### src/rtl/comp_arb_share_pkg.sv
// Shared types and constants for the comp_arb_share arbitrated comparator.
package comp_arb_share_pkg;

  localparam int DEFAULT_WIDTH = 4;

  typedef enum logic [1:0] {
    IDLE = 2'd0,
    CMP  = 2'd1,
    RESP = 2'd2
  } state_t;

  typedef logic req_id_t;

endpackage

### src/rtl/comp_arb_share_core.sv
// comp_core: combinational unsigned magnitude comparator shared by both requesters.
module comp_core
  import comp_arb_share_pkg::*;
#(
  parameter int WIDTH = DEFAULT_WIDTH
) (
  input  logic [WIDTH-1:0] a,
  input  logic [WIDTH-1:0] b,
  output logic             lt,
  output logic             gr,
  output logic             eq
);

  assign lt = (a < b);
  assign gr = (a > b);
  assign eq = (a == b);

endmodule

### src/rtl/comp_arb_share.sv
// Two-requester arbiter in front of a single time-shared comparator.
// Define COMP_ARB_RR_EN for round-robin arbitration; otherwise requester 0 has fixed priority.
module comp_arb_share
  import comp_arb_share_pkg::*;
#(
  parameter int WIDTH = DEFAULT_WIDTH
) (
  input  logic             clk,
  input  logic             rst_n,
  input  logic             req0_valid,
  input  logic [WIDTH-1:0] req0_a,
  input  logic [WIDTH-1:0] req0_b,
  output logic             req0_ack,
  input  logic             req1_valid,
  input  logic [WIDTH-1:0] req1_a,
  input  logic [WIDTH-1:0] req1_b,
  output logic             req1_ack,
  output logic             rsp_valid,
  output logic             rsp_id,
  output logic             rsp_lt,
  output logic             rsp_gr,
  output logic             rsp_eq,
  output logic             busy
);

  state_t           state, state_next;
  logic [WIDTH-1:0] op_a, op_b;
  req_id_t          op_id;
  req_id_t          winner;
  logic             grant;
  logic             core_lt, core_gr, core_eq;
  logic             lt_q, gr_q, eq_q;
  req_id_t          rsp_id_q;

`ifdef COMP_ARB_RR_EN
  req_id_t rr_ptr;
`endif

  // Winner selection only matters on a tie; a lone requester always wins.
  always_comb begin
    winner = 1'b0;
    if (req0_valid && req1_valid) begin
`ifdef COMP_ARB_RR_EN
      winner = rr_ptr;
`else
      winner = 1'b0;
`endif
    end else if (req1_valid) begin
      winner = 1'b1;
    end
  end

  assign grant = (state == IDLE) && (req0_valid || req1_valid);

  always_comb begin
    state_next = state;
    case (state)
      IDLE:    if (grant) state_next = CMP;
      CMP:     state_next = RESP;
      RESP:    state_next = IDLE;
      default: state_next = IDLE;
    endcase
  end

  always_ff @(posedge clk) begin
    if (!rst_n) begin
      state <= IDLE;
    end else begin
      state <= state_next;
    end
  end

  // Operands are captured once per transaction; the flags are only loaded at
  // the end of CMP and cleared otherwise, so they read zero outside RESP.
  always_ff @(posedge clk) begin
    if (!rst_n) begin
      op_a     <= '0;
      op_b     <= '0;
      op_id    <= 1'b0;
      lt_q     <= 1'b0;
      gr_q     <= 1'b0;
      eq_q     <= 1'b0;
      rsp_id_q <= 1'b0;
    end else begin
      if (grant) begin
        op_a  <= winner ? req1_a : req0_a;
        op_b  <= winner ? req1_b : req0_b;
        op_id <= winner;
      end
      if (state == CMP) begin
        lt_q     <= core_lt;
        gr_q     <= core_gr;
        eq_q     <= core_eq;
        rsp_id_q <= op_id;
      end else begin
        lt_q <= 1'b0;
        gr_q <= 1'b0;
        eq_q <= 1'b0;
      end
    end
  end

`ifdef COMP_ARB_RR_EN
  // After serving a requester, prefer the other one on the next tie.
  always_ff @(posedge clk) begin
    if (!rst_n) begin
      rr_ptr <= 1'b0;
    end else if (state == RESP) begin
      rr_ptr <= ~rsp_id_q;
    end
  end
`endif

  comp_core #(.WIDTH(WIDTH)) u_core (
    .a  (op_a),
    .b  (op_b),
    .lt (core_lt),
    .gr (core_gr),
    .eq (core_eq)
  );

  assign req0_ack  = (state == CMP) && (op_id == 1'b0);
  assign req1_ack  = (state == CMP) && (op_id == 1'b1);
  assign rsp_valid = (state == RESP);
  assign rsp_id    = rsp_id_q;
  assign rsp_lt    = lt_q;
  assign rsp_gr    = gr_q;
  assign rsp_eq    = eq_q;
  assign busy      = (state != IDLE);

endmodule

### config.mk
export PLATFORM = sky130hd
export DESIGN_NAME = comp_arb_share
export DESIGN_NICKNAME = d
export VERILOG_FILES = /design/src/rtl/comp_arb_share_pkg.sv /design/src/rtl/comp_arb_share_core.sv /design/src/rtl/comp_arb_share.sv
export SDC_FILE = /design/constraint.sdc
export NUM_CORES = 1
export LEC_CHECK = 0
export BUFFER_PORTS_ARGS = -buffer_cell sky130_fd_sc_hd__buf_2
export CAP_MARGIN = 20
export CORE_ASPECT_RATIO = 1.2
export CORE_MARGIN = 10
export CORE_UTILIZATION = 44
export CTS_BUF_LIST = sky130_fd_sc_hd__clkbuf_4 sky130_fd_sc_hd__clkbuf_8
export CTS_CLUSTER_SIZE = 8
export DETAILED_ROUTE_END_ITERATION = 12
export PLACE_DENSITY = 0.8
export SETUP_SLACK_MARGIN = 0.02
export SLEW_MARGIN = 10
export SYNTH_ARGS = -nofsm -noshare
export SYNTH_HDL_FRONTEND = slang
export SYNTH_SLANG_ARGS = --single-unit
export TNS_END_PERCENT = 5
### constraint.sdc
create_clock -name clk -period 1.2 [get_ports clk]
set_input_delay 0.06 -clock clk [delete_from_list [all_inputs] [get_ports clk]]
set_output_delay 0.06 -clock clk [all_outputs]
set_load 0.03 [all_outputs]
### Yosys cells after proc, flatten, opt, wreduce, memory -nomap -nowiden

Index checks and enable logic that the tools add are counted.
W data, S select, Z words.

| word-level totals | value |
|---|---|
| register bits | 15 |
| latch bits | 0 |
| RAM bits | 0 |
| ROM bits | 0 |
| bits of input ports | 20 |
| output and inout port bits | 8 |
| logic and storage cells | 29 |
| memories kept | 0 |

| cells by class | value |
|---|---|
| $add $sub $neg | 0 |
| multiply operators | 0 |
| div/mod/pow operators | 0 |
| magnitude comparators | 2 |
| equal/unequal tests | 4 |
| shift operators | 0 |
| mux-type cells | 6 |
| bitwise operators | 1 |
| reductions and logical operators | 8 |

Operator list:

| kind | number |
|---|---|
| $mux W4 | 2 |
| $eq A4 B4 Y1 | 1 |
| $gt A4 B4 Y1 | 1 |
| $logic_and A1 B1 Y1 | 4 |
| $lt A4 B4 Y1 | 1 |
| $pmux W2 S2 | 1 |
| $eq A2 B1 Y1 const B | 1 |
| $eq A2 B2 Y1 const B | 1 |
| $logic_not A2 Y1 | 1 |
| $mux W1 | 2 |
| $mux W2 | 1 |
| $ne A2 B2 Y1 const B | 1 |
| $reduce_and A2 Y1 | 1 |
| $reduce_bool A2 Y1 | 1 |
| $logic_or A1 B1 Y1 | 1 |
| $not A1 Y1 | 1 |

### Longest topological paths before layout

Gate-level depths: netlist (run 1).

| depth | value |
|---|---|
| depth in word-level cells | 4 |
| depth in mapped cells | 5 |
| depth with buffers taken out | 5 |

### Modules after synthesis

From an unflattened synthesis (run 1), not the netlist that was laid out.

| unflattened totals | value |
|---|---|
| cell total of the unflattened synthesis | 89 |
| area total of the unflattened synthesis | 757.0 um^2 |

By module, submodules not included:

| module | times used | cells each | area an instance (um^2) | seq. area each (um^2) |
|---|---|---|---|---|
| comp_arb_share | 1 | 73 | 628.1 | 300.3 |
| comp_core | 1 | 16 | 128.9 | 0.0 |

### Worst setup path after synthesis (run 1)

OpenSTA, ideal clock, no wires.

| timing path | value |
|---|---|
| kind | register to register |
| start point | register op_b[1] |
| end point | register gr_q, in the netlist rsp_gr |
| library setup time | 0.118 ns |
| data arrival time | 1.163 ns |
| required time | 1.082 ns |
| slack | -0.080 ns |
| cell stages (with the launch flop) | 6 |
| path buffers | 0 |
| period minus slack after synthesis | 1.280 ns |
| cell sequence | dfxtp_1 > inv_1 > ha_1 > nor2b_1 > o211a_1 > o2111a_1 |

| between the ends | value |
|---|---|
| longest elaborated chain between the ends | 1 |

RTL lines:

| item | RTL line | RTL |
|---|---|---|
| start, declared | comp_arb_share.sv:27 | `logic [WIDTH-1:0] op_a, op_b;` |
| start signal, assigned | comp_arb_share.sv:87 | `op_b <= winner ? req1_b : req0_b;` |
| $gt A4 B4 Y1 | comp_arb_share_core.sv:15 | `assign gr = (a > b);` |
| end signal, assigned | comp_arb_share.sv:92 | `gr_q <= core_gr;` |
| end, declared | comp_arb_share.sv:32 | `logic lt_q, gr_q, eq_q;` |

Every way passes these cells.
A chain may end at the register's enable or synchronous reset.

### Final worst setup path (run 1)

Ends and elaborated chain as after synthesis.

==> results of run 1 <==
[metal layers]
layer	share of wire (%)	vias up	track usage [%]
li1	-	357	-
met1	42	299	12.2
met2	47	28	16.0
met3	8.7	5	3.70
met4	2.5	0	6.47
met5	0	-	0
[cells in the final DEF (no fill, tap or decap)]
master and instances:
o2111a_1 1, ha_4 1, a21oi_1 9, nand2_1 18, mux2i_1 1, buf_6 3
nor3_1 2, o211a_1 1, inv_2 2, ha_1 3, o21ai_0 1, inv_1 5
clkbuf_4 4, dfxtp_1 10, nor2_4 2, and2b_2 1, and2_4 1, nor2b_1 2
buf_2 24, nand4_1 1, or2_1 1, nor2b_4 2, buf_12 1, nor2_1 3
dfxtp_2 5, a311oi_1 8, nand2b_1 1, buf_4 2, a21o_1 1
[power breakdown]
part           internal, W  leakage [nW]  switching [W]  total, W
Clock             0.000152        0.0184       0.000167  0.000319
Sequential        0.000546         0.125      0.0000281  0.000574
Combinational     0.000170         0.337       0.000185  0.000355
Total             0.000868         0.480       0.000381   0.00125
[cells by family after synthesis]
family | count (synthesis) | synth area share [%]
flip-flops | 15 | 41.4
AO/OA/AOI/OAI | 21 | 20.5
multiplexers | 1 | 1.38
adder cells (fa/ha/maj) | 4 | 6.90
AND/OR/NAND/NOR | 34 | 23.3
buffers and inverters | 11 | 6.55
[flip-flops by register name (all words and copies together) (netlist names)]
name	count
rsp_gr	1
rsp_eq	1
rsp_id	1
state	2
op_id	1
op_b	4
op_a	4
rsp_lt	1
[worst reg2reg max path, stage by stage (launching register included)]
cell and delay (ns):
dfxtp_2 0.34, inv_2 0.04, ha_4 0.20, nor2b_4 0.12, o211a_1 0.22, o2111a_1 0.24
[through the flow]
stage	cell area [µm²]	hold WS [ns]	setup TNS [ns]
finish	983	0.0153	-0.139
global route	983	0.0214	-0.326
CTS	981	0.0198	-0.159
detailed placement	890	0.333	-0.137
global placement	890	0.327	-0.0974
floorplan	726	0.191	-0.0802
[worst max-delay path by stage]
stage,from,to,slack (ns),cells past startpoint
2_1_floorplan,op_b[1]$_SDFFE_PN0P_,rsp_gr$_SDFF_PN0_,-0.08,5
3_3_place_gp,op_b[1]$_SDFFE_PN0P_,rsp_gr$_SDFF_PN0_,-0.1,5
3_5_place_dp,op_b[1]$_SDFFE_PN0P_,rsp_gr$_SDFF_PN0_,-0.13,5
4_1_cts,op_b[1]$_SDFFE_PN0P_,rsp_gr$_SDFF_PN0_,-0.09,5
5_1_grt,op_b[1]$_SDFFE_PN0P_,rsp_gr$_SDFF_PN0_,-0.11,5
6_report,op_b[1]$_SDFFE_PN0P_,rsp_gr$_SDFF_PN0_,-0.07,5
[final cells by class]
cell class / count / area (µm²) / share of cell area, %
multi-input combinational: 60 / 409 / 41.6
sequential: 15 / 307 / 31.2
timing repair buffer: 30 / 189 / 19.2
clock buffer: 4 / 30.0 / 3.05
inverter: 7 / 26.3 / 2.67
tap: 18 / 22.5 / 2.29
[what timing repair did]
| item | in CTS | in global routing |
|---|---|---|
| pin swaps | 4 | 7 |
| buffers inserted | 1 | 0 |
| endpoints found under the setup margin | 4 | 9 |
| gates resized for setup | 15 | 2 |
| gates cloned | 0 | 0 |
==> flow_metrics.tcl, run 1 <==
set metrics [dict create \
    outcome "finished, violations left" \
    violations "setup timing" \
    power_w 0.00125 \
    final_nets 141 \
    seq_area_frac_synth_pct 41.4 \
    area_delta_synth_final_pct 35.5 \
    hold_viol 0 \
    dp_cells 129 \
    clk_latency_ns 0.29 \
    drive_above_1_share_pct 41.4 \
    vias 689 \
    fmax_mhz 787 \
    final_util_pct 61.4 \
    max_stage_delay_ns 0.34 \
    routedWlPerCell_um 13.3 \
    syn_area_per_cell_um2 8.44 \
    antenna_found_initial 0 \
    finalMaxSlewViolations 0 \
    cts_hold_buf 0 \
    r2r_slack_ns -0.07 \
    synth_flop_cell "dfxtp_1" \
    holdCritPathClass "input port to flop" \
    worst-path-buf-inv 1 \
    detail_route.vias_per_cell 5.14 \
    path_clk_slew_ns 0.09 \
    yosysMostFrequentCell "nand2_1" \
    cts_max_level 1 \
    max_cap_violations 0 \
    ys_top_cells_by_count "nand2_1 (18), dfxtp_1 (15), a21oi_1 (9)" \
    synth_cell_type_count 25 \
    ant_nets 0 \
    grt_max_degree 12 \
    dp_hpwl_um 1380 \
    layout.cells.non_filler 134 \
    max_slew_margin_pct 78.9 \
    synth_top_area_cell "dfxtp_1" \
    grt_setup_unrepaired "true" \
    cts_buffers 3 \
    reg2reg_from "op_b[1]$_SDFFE_PN0P_" \
    yosys_warnings 0 \
    globalplace.congestion 0.719 \
    die_x_um 57.1 \
    synthArstFlopShare_pct 0 \
    worst_slew_pin_slew_ns 0.316 \
    grt_overflow 0 \
    grt_pass1_wl_um 3270 \
    critical_path_class "flop to flop" \
    die_h_um 64.5 \
    n_fill_cell 143 \
    min_period_ns 1.27 \
    synth_edf_count 0 \
    fin_crit_sh_pct 106 \
    synth_cells 86 \
    ys_ff_latch 15 \
    place_ws_ns -0.133 \
    crit_path_start_kind "flop" \
    power.density_mw_per_mm2 1270 \
    ios 28 \
    synthTopCellsByArea "dfxtp_1 (41%), a311oi_1 (9.7%), nand2_1 (9.3%)" \
    worstHoldPathCells 3 \
    cts_tree "yes" \
    reg2regPathDepth 5 \
    rows 16 \
    numPortBuffers 27 \
    cp.required_ns 1.39 \
    reg2reg_to "rsp_gr$_SDFF_PN0_" \
    min_to "op_b[1]$_SDFFE_PN0P_" \
    crit_chain "inv_2 > ha_4 > nor2b_4 > o211a_1 > o2111a_1" \
    grt_use_total_pct 10.5 \
    start_util_pct 45.3 \
    clock_path_buffers 2 \
    cts.sinks 15 \
    synth.net_count 110 \
    grt_pass1_vias 749 \
    die_area_mm2 0.00368 \
    cts-root-buf "clkbuf_4" \
    drc_errors 0 \
    synth_top_area_share_pct 41.4 \
    crit_arrival_ns 1.46 \
    syn_area_um2 726 \
    setup_ws_ns -0.0704 \
    drt_iter0_markers 18 \
    endpoint_kind "flop" \
    slowest_stage "dfxtp_2" \
    leakage_nw 0.480 \
    setup_violations 3 \
    hold_path_startpoint "req0_b[1]" \
    routed_wirelength_um 1780 \
    ir_drop_v 0.000806 \
    crit_family "compound AO/OA/AOI/OAI gates" \
    coreArea_mm2 0.00160 \
    antenna_cells 0 \
    crit_fanout 2 \
    clock_skew_ns 0.00133 \
    firstDrtPassIters 4 \
]
Power figures use the tool's default switching activity.
==> run 2, diff against run 1 <==
--- a/config.mk
+++ b/config.mk
@@ -5,11 +5,12 @@
 export SDC_FILE = /design/constraint.sdc
 export NUM_CORES = 1
 export LEC_CHECK = 0
+export ABC_AREA = 1
 export BUFFER_PORTS_ARGS = -buffer_cell sky130_fd_sc_hd__buf_2
 export CAP_MARGIN = 20
 export CORE_ASPECT_RATIO = 1.2
 export CORE_MARGIN = 10
-export CORE_UTILIZATION = 44
+export CORE_UTILIZATION = 46
 export CTS_BUF_LIST = sky130_fd_sc_hd__clkbuf_4 sky130_fd_sc_hd__clkbuf_8
 export CTS_CLUSTER_SIZE = 8
 export DETAILED_ROUTE_END_ITERATION = 12
==> run 2 against run 1 <==
Compared with the run above: the run now ends clean; critical path depth fell by 1; critical path type is now flop to output pin; combinational power grew 14%; critical endpoint is now req0_ack; clock skew increased by 0.0030 ns; die area grew 9.1%; clock power fell by 2%.
==> flow_metrics.tcl, run 2 <==
set metrics [dict create \
    critical_path_class "flop to output pin" \
    layout_common_cells "nor2_1 (29), buf_2 (25), nand2_1 (22)" \
    start_util_pct 47.8 \
    slowest_stage "dfxtp_2" \
    drt_iter0_markers 4 \
    min_to "state[0]$_SDFFE_PN0P_" \
    reg2reg_to "rsp_gr$_SDFF_PN0_" \
    synth_cell_type_count 17 \
    synth_compound_area_share_pct 3.19 \
    antenna_found_initial 0 \
    reg2reg_from "op_b[2]$_SDFFE_PN0P_" \
    synthArstFlopShare_pct 0 \
    crit_family "flip-flops" \
    final_util_pct 59.0 \
    grt_pass1_vias 838 \
    fin_tns_setup_ns 0 \
    grt_pass1_wl_um 3380 \
    antenna_cells 0 \
    grt_setup_unrepaired "false" \
    power.density_mw_per_mm2 1210 \
    r2r_slack_ns 0.11 \
    multi_input_area_um2 442 \
    crit_arrival_ns 1.07 \
    worst_slew_pin_slew_ns 0.210 \
    syn_area_um2 863 \
    cp.required_ns 1.14 \
    max_slew_margin_pct 85.9 \
    clock_path_buffers 2 \
    yosys.area_share.simple_pct 41.6 \
    synth_top_area_cell "dfxtp_1" \
    grt_max_degree 11 \
    die_x_um 59.5 \
    syn_area_per_cell_um2 6.69 \
    rows 17 \
    crit_path_start_kind "flop" \
    globalplace.congestion 0.764 \
    grt_use_total_pct 10.7 \
    synth_cells 129 \
    coreArea_mm2 0.00181 \
    synth_edf_count 0 \
    drive_above_1_share_pct 32.7 \
    die_h_um 67.5 \
    routed_wirelength_um 1890 \
    reg.largest.list "op_a x4, op_b x4, state x2" \
    grt_overflow 0 \
    leakage_nw 0.595 \
    synth_fa_ha_area_share_pct 5.80 \
    cts_tree "yes" \
    endpoint_kind "output pin" \
    drc_errors 0 \
    min_period_ns 1.13 \
    fin_crit_sh_pct 93.9 \
    firstDrtPassIters 4 \
    yosysMostFrequentCell "nor2_1" \
    cts-root-buf "clkbuf_4" \
    hold_path_startpoint "rst_n" \
    detail_route.vias_per_cell 4.66 \
    ys_ff_latch 15 \
    muxShareOfSynthArea_pct 0 \
    path_clk_slew_ns 0.09 \
    hold_viol 0 \
    dp_hpwl_um 1550 \
    finalMaxSlewViolations 0 \
    n_fill_cell 159 \
    cts_hold_buf 0 \
    area_delta_synth_final_pct 23.5 \
    synth.net_count 153 \
    fmax_mhz 887 \
    setup_violations 0 \
    cts_buffers 3 \
    clk_latency_ns 0.29 \
    numPortBuffers 27 \
    reg2regPathDepth 7 \
    ys_top_cells_by_count "nor2_1 (31), nand2_1 (22), inv_1 (17), nand3_1 (17), dfxtp_1 (15)" \
    routedWlPerCell_um 10.6 \
    vias 829 \
    max_stage_delay_ns 0.34 \
    ir_drop_v 0.000604 \
    worstHoldPathCells 3 \
    ios 28 \
    ant_nets 0 \
    crit_fanout 4 \
    synth_top_family_by_area "simple AND/OR/NAND/NOR gates" \
    cts_max_level 1 \
    worst-path-buf-inv 2 \
    final_nets 184 \
    clock_skew_ns 0.00436 \
    die_area_mm2 0.00402 \
    synth_flop_cell "dfxtp_1" \
    cts.sinks 15 \
    crit_chain "inv_2 > nand2_2 > nor2_2 > buf_4" \
    layout.cells.most_common "nor2_1" \
    synth-xor-area-share_pct 0 \
    max_cap_violations 0 \
    yosys_warnings 0 \
    seq_area_um2 303 \
    outcome "finished, final reports clean" \
    seq_area_frac_synth_pct 34.8 \
    holdCritPathClass "input port to flop" \
    synthTopCellsByArea "dfxtp_1 (35%), nor2_1 (13%), nand3_1 (9.9%)" \
    synth_top_area_share_pct 34.8 \
]
-- run 2: cell count changes after synthesis, sizes merged, moves of 2 or more --
cell	before	now
nand3	0	17
a311oi	8	0
nor3	2	0
inv	7	26
nand2	18	25
nor2b	4	0
a21oi	9	3
nor2	5	34
clkbuf	2	0
-- run 2: stage by stage --
step | instance area (µm²) | power [W] | worst slack [ns] | hold slack (ns) | cells
finish | 1070 | 0.00129 | 0.0728 | 0.0226 | 178
global route | 1070 | 0.00139 | 0.00160 | 0.0214 | 178
CTS | 1060 | 0.00130 | 0.0372 | 0.0123 | 178
detailed placement | 1000 | 0.000963 | 0.132 | 0.331 | 173
global placement | 1000 | 0.000950 | 0.154 | 0.320 | 173
floorplan | 863 | 0.000872 | 0.0507 | 0.243 | 129
-- run 2: area by class of cell --
class	count	share of cell area, %
inverter	26	9.39
tap	19	2.23
timing repair buffer	29	15.7
sequential	15	28.4
multi-input combinational	85	41.4
clock buffer	4	2.82
-- run 2: power breakdown --
group / internal, W / switching, W
sequential: 0.000546 / 0.0000258
clock: 0.000152 / 0.000161
combinational: 0.000163 / 0.000241
-- run 2: layer usage --
layer  GRT usage (%)  share of wire, %  vias to the layer above
met3            2.06               5.0                        5
met4            7.58               3.3                        0
met1            11.5                43                      354
met5               0                 0                        -
met2            18.1                49                       23
li1                -                 -                      447
-- run 2: kinds of logic after synthesis --
logic type	after synthesis
AOI/OAI and AO/OA	5
buffers and inverters	29
DFF	15
adders and majority gates	4
and+or+nand+nor	76
-- run 2: worst max-delay path by stage --
stage | depth (start not counted) | endpoint | startpoint
global placement | 7 | rsp_lt$_SDFF_PN0_ | op_b[1]$_SDFFE_PN0P_
CTS | 4 | req0_ack | state[1]$_SDFFE_PN0P_
detailed placement | 7 | rsp_lt$_SDFF_PN0_ | op_b[1]$_SDFFE_PN0P_
floorplan | 3 | rsp_id$_SDFFE_PN0N_ | state[0]$_SDFFE_PN0P_
global route | 4 | req0_ack | state[1]$_SDFFE_PN0P_
finish | 4 | req0_ack | state[1]$_SDFFE_PN0P_
-- run 2: worst register-to-register path: cells and delay by family, from the launching register on --
kind / cells / cell delay [ns]
adder cells (fa/ha/maj): 1 / 0.29
flip-flops: 1 / 0.33
AND/OR/NAND/NOR: 3 / 0.21
AO/OA/AOI/OAI: 1 / 0.03
buffers and inverters: 2 / 0.12
-- run 2: timing repair --
action                     CTS  global route
gates resized for setup      2             5
setup endpoints to repair    3             2
buffers inserted             1             0
pin swaps                    1             0
==> run 3, diff against run 2 <==
--- a/config.mk
+++ b/config.mk
@@ -9,7 +9,6 @@
 export BUFFER_PORTS_ARGS = -buffer_cell sky130_fd_sc_hd__buf_2
 export CAP_MARGIN = 20
 export CORE_ASPECT_RATIO = 1.2
-export CORE_MARGIN = 10
 export CORE_UTILIZATION = 46
 export CTS_BUF_LIST = sky130_fd_sc_hd__clkbuf_4 sky130_fd_sc_hd__clkbuf_8
 export CTS_CLUSTER_SIZE = 8
==> run 3 against run 2 <==
Compared with the run above: hold slack gained 0.0099 ns; critical endpoint unchanged; largest power group unchanged; total power shrank 1.2%; die area shrank 49%.
==> flow_metrics.tcl, run 3 (synthesis results as in run 2) <==
set metrics [dict create \
    die_area_mm2 0.00205 \
    holdWs_ns 0.0325 \
    n_fill_cell 155 \
    finalMaxSlewViolations 0 \
    cp.required_ns 1.14 \
    endpoint_kind "output pin" \
    numPortBuffers 27 \
    routedWlPerCell_um 8.78 \
    reg.largest.list "op_a x4, op_b x4, state x2" \
    detail_route.vias_per_cell 4.69 \
    outcome "finished, final reports clean" \
    antenna_found_initial 0 \
    die_x_um 41.5 \
    fin_crit_sh_pct 93.4 \
    worst-path-buf-inv 2 \
    ant_nets 0 \
    grt_use_total_pct 16.8 \
    fmax_mhz 893 \
    layout_common_cells "nor2_1 (30), buf_2 (26), nand2_1 (22)" \
    cts-root-buf "clkbuf_4" \
    final_nets 184 \
    coreArea_mm2 0.00170 \
    place_ws_ns 0.135 \
    r2r_slack_ns 0.12 \
    multi_input_area_um2 439 \
    cts_buffers 3 \
    die_h_um 49.5 \
    dp_hpwl_um 1230 \
    crit_chain "inv_2 > nand2_2 > nor2_2 > buf_4" \
    max_cap_violations 0 \
    cts_max_level 1 \
    grt_max_degree 11 \
    cts_tree "yes" \
    clock_path_buffers 2 \
    antenna_cells 0 \
    setup_violations 0 \
    clock_skew_ns 0.00157 \
    crit_arrival_ns 1.06 \
    ios 28 \
    setup_ws_ns 0.0798 \
    seq_area_um2 302 \
    crit_family "flip-flops" \
    power_w 0.00127 \
    crit_fanout 4 \
    power.density_mw_per_mm2 1200 \
    grt_setup_unrepaired "false" \
    grt_overflow 0 \
    drc_errors 0 \
    drive_above_1_share_pct 31.4 \
    fin_tns_setup_ns 0 \
    layout.cells.most_common "nor2_1" \
    worst_slew_pin_slew_ns 0.207 \
    path_clk_slew_ns 0.09 \
    holdCritPathClass "input port to flop" \
    ir_drop_v 0.000560 \
    min_period_ns 1.12 \
    start_util_pct 50.7 \
    vias 830 \
    final_util_pct 62.2 \
    max_slew_margin_pct 86.2 \
    leakage_nw 0.595 \
    cts.sinks 15 \
    firstDrtPassIters 4 \
    crit_path_start_kind "flop" \
    routed_wirelength_um 1550 \
    rows 16 \
    clk_latency_ns 0.28 \
    area_delta_synth_final_pct 22.6 \
    drt_iter0_markers 14 \
    max_stage_delay_ns 0.35 \
    hold_viol 0 \
    globalplace.congestion 0.750 \
    grt_pass1_vias 696 \
    critical_path_class "flop to output pin" \
    slowest_stage "dfxtp_1" \
    cts_hold_buf 0 \
    grt_pass1_wl_um 2730 \
]
==> run 3: where the power goes <==
part	internal (W)	leakage [nW]	switching [W]
sequential	0.000545	0.124	0.0000239
clock	0.000152	0.0184	0.000155
combinational	0.000160	0.453	0.000236
total	0.000857	0.595	0.000416
==> run 3: final timing paths <==
| kind | cells past startpoint | start | end |
|---|---|---|---|
| max | 4 | state[1]$_SDFFE_PN0P_ | req0_ack |
| max reg2reg | 7 | op_b[1]$_SDFFE_PN0P_ | rsp_lt$_SDFF_PN0_ |
| min reg2reg | 2 | op_id$_SDFFE_PN0P_ | op_id$_SDFFE_PN0P_ |
| min | 3 | rst_n | op_b[3]$_SDFFE_PN0P_ |
==> run 3: through the flow <==
step | std cells | instance area [µm²]
5_1_grt | 177 | 1060
3_5_place_dp | 172 | 1000
2_1_floorplan | 129 | 863
6_report | 177 | 1060
4_1_cts | 177 | 1060
3_3_place_gp | 172 | 1000
==> run 3: cell type report <==
cell class	count	share of cell area [%]
Clock buffer	4	2.84
Tap cell	18	2.13
Multi-Input combinational cell	85	41.5
Sequential cell	15	28.5
Timing Repair Buffer	29	15.6
Inverter	26	9.46
==> run 3: routing by layer <==
layer / vias up / global-route usage, % / share of wire, %
met3: 4 / 2.56 / 3.5
met5: - / 0 / 0
met1: 349 / 19.7 / 45
li1: 447 / - / -
met2: 30 / 27.9 / 49
met4: 0 / 11.3 / 2.8
==> run 3: what timing repair did <==
action                     in CTS  in global routing
setup endpoints to repair       2                  1
pin swaps                       1                  0
setup buffers                   1                  0
resized for setup               2                  1
==> run 3: worst reg2reg max path, delay by kind of cell (launching register included) <==
kind                     cells  cell delay, ns
AO/OA/AOI/OAI                1            0.12
adder cells (fa/ha/maj)      1            0.28
buffers and inverters        2            0.09
flip-flops                   1            0.32
AND/OR/NAND/NOR              3            0.17
